--- src/rtl/traffic_light_gen.sv ---
// Two-road highway/farm traffic light controller with programmable phase timing,
// debounced farm sensor, all-red clearance and a maintenance flash mode.
module traffic_light_gen #(
    parameter int CNT_W      = 16,
    parameter int HG_MIN     = 8,
    parameter int Y_TIME     = 3,
    parameter int AR_TIME    = 1,
    parameter int FG_MIN     = 4,
    parameter int FG_MAX     = 10,
    parameter int DEB        = 2,
    parameter int FLASH_HALF = 4
) (
    input  logic       clk,
    input  logic       rst_n,
    input  logic       C,
    input  logic       flash_mode,
    output logic [2:0] light_highway,
    output logic [2:0] light_farm,
    output logic [2:0] phase_o
);

    typedef enum logic [2:0] {
        HG    = 3'd0,
        HY    = 3'd1,
        AR1   = 3'd2,
        FG    = 3'd3,
        FY    = 3'd4,
        AR2   = 3'd5,
        FLASH = 3'd6
    } state_t;

    localparam logic [2:0] LAMP_G    = 3'b001;
    localparam logic [2:0] LAMP_Y    = 3'b010;
    localparam logic [2:0] LAMP_R    = 3'b100;
    localparam logic [2:0] LAMP_DARK = 3'b000;

    localparam int DEB_W = $clog2(DEB + 1);
    localparam logic [DEB_W-1:0] DEB_MAX = DEB_W'(DEB);

    localparam logic [CNT_W-1:0] HG_LAST     = CNT_W'(HG_MIN - 1);
    localparam logic [CNT_W-1:0] Y_LAST      = CNT_W'(Y_TIME - 1);
    localparam logic [CNT_W-1:0] AR_LAST     = CNT_W'(AR_TIME - 1);
    localparam logic [CNT_W-1:0] FG_MIN_LAST = CNT_W'(FG_MIN - 1);
    localparam logic [CNT_W-1:0] FG_MAX_LAST = CNT_W'(FG_MAX - 1);
    localparam logic [CNT_W-1:0] FLASH_LAST  = CNT_W'(FLASH_HALF - 1);

    state_t             state;
    state_t             state_nxt;
    logic [CNT_W-1:0]   timer;
    logic [CNT_W-1:0]   timer_nxt;
    logic               flash_tgl;
    logic               tgl_nxt;
    logic               c_s1;
    logic               c_s2;
    logic [DEB_W-1:0]   deb_cnt;
    logic               car;
    logic               req;

    assign car = (deb_cnt == DEB_MAX);
    assign req = car | flash_mode;

    always_ff @(posedge clk) begin
        if (!rst_n) begin
            state     <= HG;
            timer     <= '0;
            flash_tgl <= 1'b0;
            c_s1      <= 1'b0;
            c_s2      <= 1'b0;
            deb_cnt   <= '0;
        end else begin
            state     <= state_nxt;
            timer     <= timer_nxt;
            flash_tgl <= tgl_nxt;
            c_s1      <= C;
            c_s2      <= c_s1;
            if (!c_s2)
                deb_cnt <= '0;
            else if (deb_cnt != DEB_MAX)
                deb_cnt <= deb_cnt + 1'b1;
        end
    end

    always_comb begin
        state_nxt     = state;
        timer_nxt     = timer + 1'b1;
        tgl_nxt       = flash_tgl;
        light_highway = LAMP_R;
        light_farm    = LAMP_R;

        case (state)
            HG: begin
                light_highway = LAMP_G;
                // Timer parks at HG_LAST while waiting for a request
                if (timer >= HG_LAST) begin
                    timer_nxt = timer;
                    if (req) begin
                        state_nxt = HY;
                        timer_nxt = '0;
                    end
                end
            end
            HY: begin
                light_highway = LAMP_Y;
                if (timer == Y_LAST) begin
                    state_nxt = AR1;
                    timer_nxt = '0;
                end
            end
            AR1: begin
                if (timer == AR_LAST) begin
                    state_nxt = flash_mode ? FLASH : FG;
                    timer_nxt = '0;
                end
            end
            FG: begin
                light_farm = LAMP_G;
                if ((timer == FG_MAX_LAST) ||
                    ((timer >= FG_MIN_LAST) && (!car || flash_mode))) begin
                    state_nxt = FY;
                    timer_nxt = '0;
                end
            end
            FY: begin
                light_farm = LAMP_Y;
                if (timer == Y_LAST) begin
                    state_nxt = AR2;
                    timer_nxt = '0;
                end
            end
            AR2: begin
                if (timer == AR_LAST) begin
                    state_nxt = flash_mode ? FLASH : HG;
                    timer_nxt = '0;
                end
            end
            FLASH: begin
                light_highway = flash_tgl ? LAMP_DARK : LAMP_Y;
                light_farm    = flash_tgl ? LAMP_DARK : LAMP_R;
                // Leaving flash is only allowed on a half-period boundary
                if (timer == FLASH_LAST) begin
                    timer_nxt = '0;
                    if (flash_mode) begin
                        tgl_nxt = ~flash_tgl;
                    end else begin
                        tgl_nxt   = 1'b0;
                        state_nxt = AR2;
                    end
                end
            end
            default: begin
                state_nxt = HG;
                timer_nxt = '0;
                tgl_nxt   = 1'b0;
            end
        endcase
    end

    assign phase_o = state;

endmodule

--- config.mk ---
export PLATFORM = sky130hd
export DESIGN_NAME = traffic_light_gen
export DESIGN_NICKNAME = d
export VERILOG_FILES = /design/src/rtl/traffic_light_gen.sv
export SDC_FILE = /design/constraint.sdc
export NUM_CORES = 1
export LEC_CHECK = 0
export ABC_AREA = 0
export CORE_MARGIN = 2
export CORE_UTILIZATION = 45
export DETAILED_ROUTE_END_ITERATION = 12
export HOLD_SLACK_MARGIN = 0.06
export PLACE_DENSITY = 0.75
export SYNTH_ARGS = -nofsm -noshare
export SYNTH_HDL_FRONTEND = slang
export SYNTH_SLANG_ARGS = --single-unit
--- constraint.sdc ---
create_clock -name clk -period 3.5 [get_ports clk]
set_input_delay 0.35 -clock clk [delete_from_list [all_inputs] [get_ports clk]]
set_output_delay 0.35 -clock clk [all_outputs]
set_load 0.01 [all_outputs]
# [Word-level counts from Yosys, hierarchy flattened]
# Cells that the tools add are included.
[word_totals] regBits=24 inputBits=4 word_cells=72
[op_classes] addsub=2 n_lt_le_gt_ge=2 eq_ne=21 n_mux=26 bitwise_logic=3 reduce_logical=12
[ops] op="$mux W16" n=6
[ops] op="$pmux W16 S5" n=1
[ops] op="$mux W3" n=12
[ops] op="$eq A16 B2 Y1 const B" n=2
[ops] op="$pmux W3 S7" n=1
[ops] op="$ne A2 B2 Y1 const B" n=10
[ops] op="$pmux W3 S3" n=2
[ops] op="$add A16 B1 Y16 const B" n=1
[ops] op="$eq A16 B4 Y1 const B" n=1
[ops] op="$ge A16 B2 Y1 const B" n=1
[ops] op="$ge A16 B3 Y1 const B" n=1
[ops] op="$logic_not A16 Y1" n=1
[ops] op="$eq A3 B3 Y1 const B" n=3
[ops] op="$reduce_and A9 Y1" n=1
[ops] op="$eq A3 B2 Y1 const B" n=2
[ops] op="$reduce_or A6 Y1" n=1
[ops] op="$reduce_and A2 Y1" n=2
[ops] op="$reduce_or A2 Y1" n=2
[ops] op="$eq A3 B1 Y1 const B" n=1
[ops] op="$logic_not A3 Y1" n=1
[ops] op="$ne A3 B3 Y1 const B" n=1
[ops] op="$add A2 B1 Y2 const B" n=1
[ops] op="$eq A2 B2 Y1 const B" n=1
[ops] op="$logic_or A1 B1 Y1" n=2
[ops] op="7 further kinds" n=9

# [Depth between registers and ports, before layout]
[depth] depth_word=7 ltp_mapped=9 depth_no_buf=8

# [Worst setup path after synthesis]
# OpenSTA, ideal clock, no wires.
[synth_path] path_type="reg-to-reg" startpoint="reg timer[0]" endpoint="reg state[1] (netlist: phase_o[1])" setup_time_ns=0.127 t_arrival_ns=1.802 required_ns=3.373 path_slack_ns=1.571 path_stages_with_launch=9 n_path_buf=1 path_cell_list="dfxtp_1 -> ha_1 -> nor3b_1 -> nand4_1 -> a32o_1 -> a31o_1 -> buf_6 -> nor4b_2 -> a211oi_2"
[synth_between] elab_chain_cells=5 word_cells_on_any_way=16 cone_classes="order compare: 2; eq/ne: 10; reduce/logical: 4"
[synth_lines] element="from (decl)" line="49" source="logic [CNT_W-1:0] timer;"
[synth_lines] element="from (signal assigned)" line="72" source="timer <= timer_nxt;"
[synth_lines] element="$ge A16 B2 Y1" line="118" source="((timer >= FG_MIN_LAST) && (!car || flash_mode))) begin"
[synth_lines] element="$logic_and A1 B1 Y1" line="118"
[synth_lines] element="$logic_or A1 B1 Y1" line="117" source="if ((timer == FG_MAX_LAST) ||"
[synth_lines] element="$ne A2 B2 Y1 (no source line)"
[synth_lines] element="$reduce_and A9 Y1 (no source line) (*)"
[synth_lines] element="to (signal assigned)" line="71" source="state <= state_nxt;"
[synth_lines] element="to (decl)" line="47" source="state_t state;"
# Mark *: on every way between the ends. The rest lies on a longest branch, timed or not.
# A chain may end at the register's enable or synchronous reset.

# [Worst setup path in the final report]
[layout_path] startpoint="reg timer[0]" endpoint="reg state[2] (netlist: phase_o[2])"
# Same word-level chain as after synthesis.

==> results_dict.tcl <==
set metrics [dict create \
    status "completed" \
    vias 1497 \
    max_freq_mhz 404 \
    worst_pin_slew_ps 815 \
    worst_slack_ps 1030 \
    drt_iter0_drc 98 \
    wl_per_cell_um 13.5 \
    synth.avg_cell_area_um2 7.53 \
    yosys-top-cells-area "dfxtp_1, nand2_1, o22ai_1" \
    antenna_left 0 \
    ctsResizeCount 0 \
    placed_cells 252 \
    grt.overflow.total 0 \
    insertion_delay_ps 310 \
    area_delta_synth_final_pct 10.2 \
    min_path_type "flop to flop" \
    yosys.area.top_type "dfxtp_1" \
    yosysSeqAreaShare_pct 31.3 \
    top_layer "met4" \
    ys_ff_latch 24 \
    route.met3.wl_um 136 \
    synth_nets 213 \
    power_leakage_nw 0.565 \
    total_power_mw 0.451 \
    grt_pass1_wl_um 5930 \
    hold_ws_ps 450 \
    setup_viol 0 \
    grt_max_degree 23 \
    switching_power_mw 0.114 \
    cp.required_ps 3710 \
    post-place-ws_ps 1060 \
    drcViolationCount 0 \
    syn_inst 204 \
    layout_commonest_cell "nand2_1" \
    m1WireLength_um 1620 \
    final_nets 220 \
    ioPinCount 13 \
    cts_tree "yes" \
    die_height_um 62.4 \
    setup_tns_ps 0 \
    fillerInstances 338 \
    synth_cell_type_count 43 \
    power_density_mw_per_mm2 267 \
    synth_flop_cell "dfxtp_1" \
    switching_share_pct 25.2 \
    hpwlAfterDp_um 2410 \
    hold_viol 0 \
    cts_buffers 3 \
    synthArstFlopShare_pct 0 \
    rows 21 \
    yosysTopAreaCellShare_pct 31.3 \
    startpoint_type "flop" \
    vdd_drop_max_mv 0.163 \
    gp_congestion 0.857 \
    clockPowerShare_pct 26.4 \
    io_buffers 12 \
    grt_pass1_vias 1347 \
    antenna_found_initial 0 \
    root_buffer "clkbuf_4" \
    cts.clk_slew.worst_paths_ps 120 \
    worstSetupPathType "flop to flop" \
    netlist_area_mm2 0.00154 \
    htree_levels 1 \
    grtUsageTotal_pct 18.4 \
    maxSlewViolCount 0 \
    cts_buffer_depth 2 \
    layout_common_cells "nand2_1, dfxtp_1, a21oi_1" \
    die_x_um 62.4 \
    yosysWarnings 0 \
    dr_wl_met2_um 1650 \
    seq_power_share_pct 63.4 \
    internal-power_mw 0.338 \
    post_cts_buffers 0 \
    critPathArrivalTime_ps 2690 \
    dieArea_mm2 0.00390 \
    p_comb_share_pct 10.2 \
    antenna_cells 0 \
    drive_above_1_share_pct 7.18 \
    finalCritPeriodShare_pct 70.7 \
    drt-pass1-iter-count 4 \
    regArea_um2 480 \
    rsz0062_at_grt "false" \
    multi_input_area_um2 958 \
    cts_hold_buf 0 \
    drt_wl_total_um 3440 \
    layout.cells.non_filler 255 \
    worstSetupEndpointType "flop" \
    start_util_pct 46.4 \
    max-cap-violations 0 \
    core_area_mm2 0.00331 \
    vias_per_cell 5.87 \
    clock_skew_ps 6.94 \
    synth-edff-count 0 \
    period_needed_ps 2470 \
    slew_headroom_pct 45.7 \
    clock_sinks 24 \
    worstPathMaxFanout 22 \
]
sequential cells by signal, indices dropped and copies added, names as in the netlist:
| signal | flops |
|---|---|
| phase_o | 3 |
| flash_tgl | 1 |
| c_s1 | 1 |
| timer | 16 |
| deb_cnt | 2 |
| c_s2 | 1 |
per-stage QoR:
stage | area [um^2] | utilization, %
after global placement | 1670 | 50.4
final | 1690 | 51.1
after CTS | 1690 | 51.1
after global routing | 1690 | 51.1
after detailed placement | 1670 | 50.4
after floorplan | 1540 | -
per-layer routing:
metal / track usage (%) / up-vias
li1: - / 759
met1: 23.5 / 695
met2: 30.5 / 37
met3: 3.42 / 6
met4: 7.50 / 0
met5: 0 / -
cell families (layout without fill, tap and decap cells):
family          Yosys count  in the layout  share of synthesized area [%]
buf+inv                  21             26                           6.60
fa+ha+maj                 5              5                           4.07
simple gates             96             96                           33.3
xor+xnor                  1              1                          0.571
compound gates           57             57                           24.1
flops                    24             24                           31.3
synth_stat cells, types with 2 or more instances:
master and count:
nand2_1 29, dfxtp_1 24, a21oi_1 17, nor2_1 16, o22ai_1 14, nand3_1 11
nor3_1 11, inv_1 8, o21ai_0 8, buf_2 6, and2_1 5, clkbuf_1 5
ha_1 5, nor2b_1 4, nor4_1 4, nand4_1 3, nor4_2 3, o21a_1 3
a31oi_1 2, and3_1 2, buf_6 2
worst paths after layout:
path	startpoint	endpoint	cells after the start	slack, ps
worst min-delay path	c_s1	c_s2	1	450
worst max register to register	timer[0]	phase_o[2]	7	1030
worst max-delay path	timer[0]	phase_o[2]	7	1030
worst min register to register	c_s1	c_s2	1	450
power groups by stage:
stage	Combinational [mW]	Clock [mW]	Sequential (mW)
after global routing	0.0525	0.139	0.287
final	0.0461	0.119	0.286
after CTS	0.0464	0.124	0.286
after detailed placement	0.0461	0	0.292
after global placement	0.0453	0	0.292
after floorplan	0.0347	0	0.289
final cells by class:
| type | count | area share, % |
|---|---|---|
| Clock buffer | 3 | 1.33 |
| Inverter | 8 | 1.78 |
| Multi-Input combinational cell | 159 | 56.7 |
| Sequential cell | 24 | 28.4 |
| Tap cell | 46 | 3.40 |
| Timing Repair Buffer | 15 | 8.43 |
critical path, cell delays in order (launching register included):
cell	delay [ps]
dfxtp_1	440
ha_1	280
nor3b_1	200
nand4_1	180
a32o_1	240
a31o_1	450
or2_1	360
o221a_1	210
Note: power is estimated with default switching activity, not from simulation.
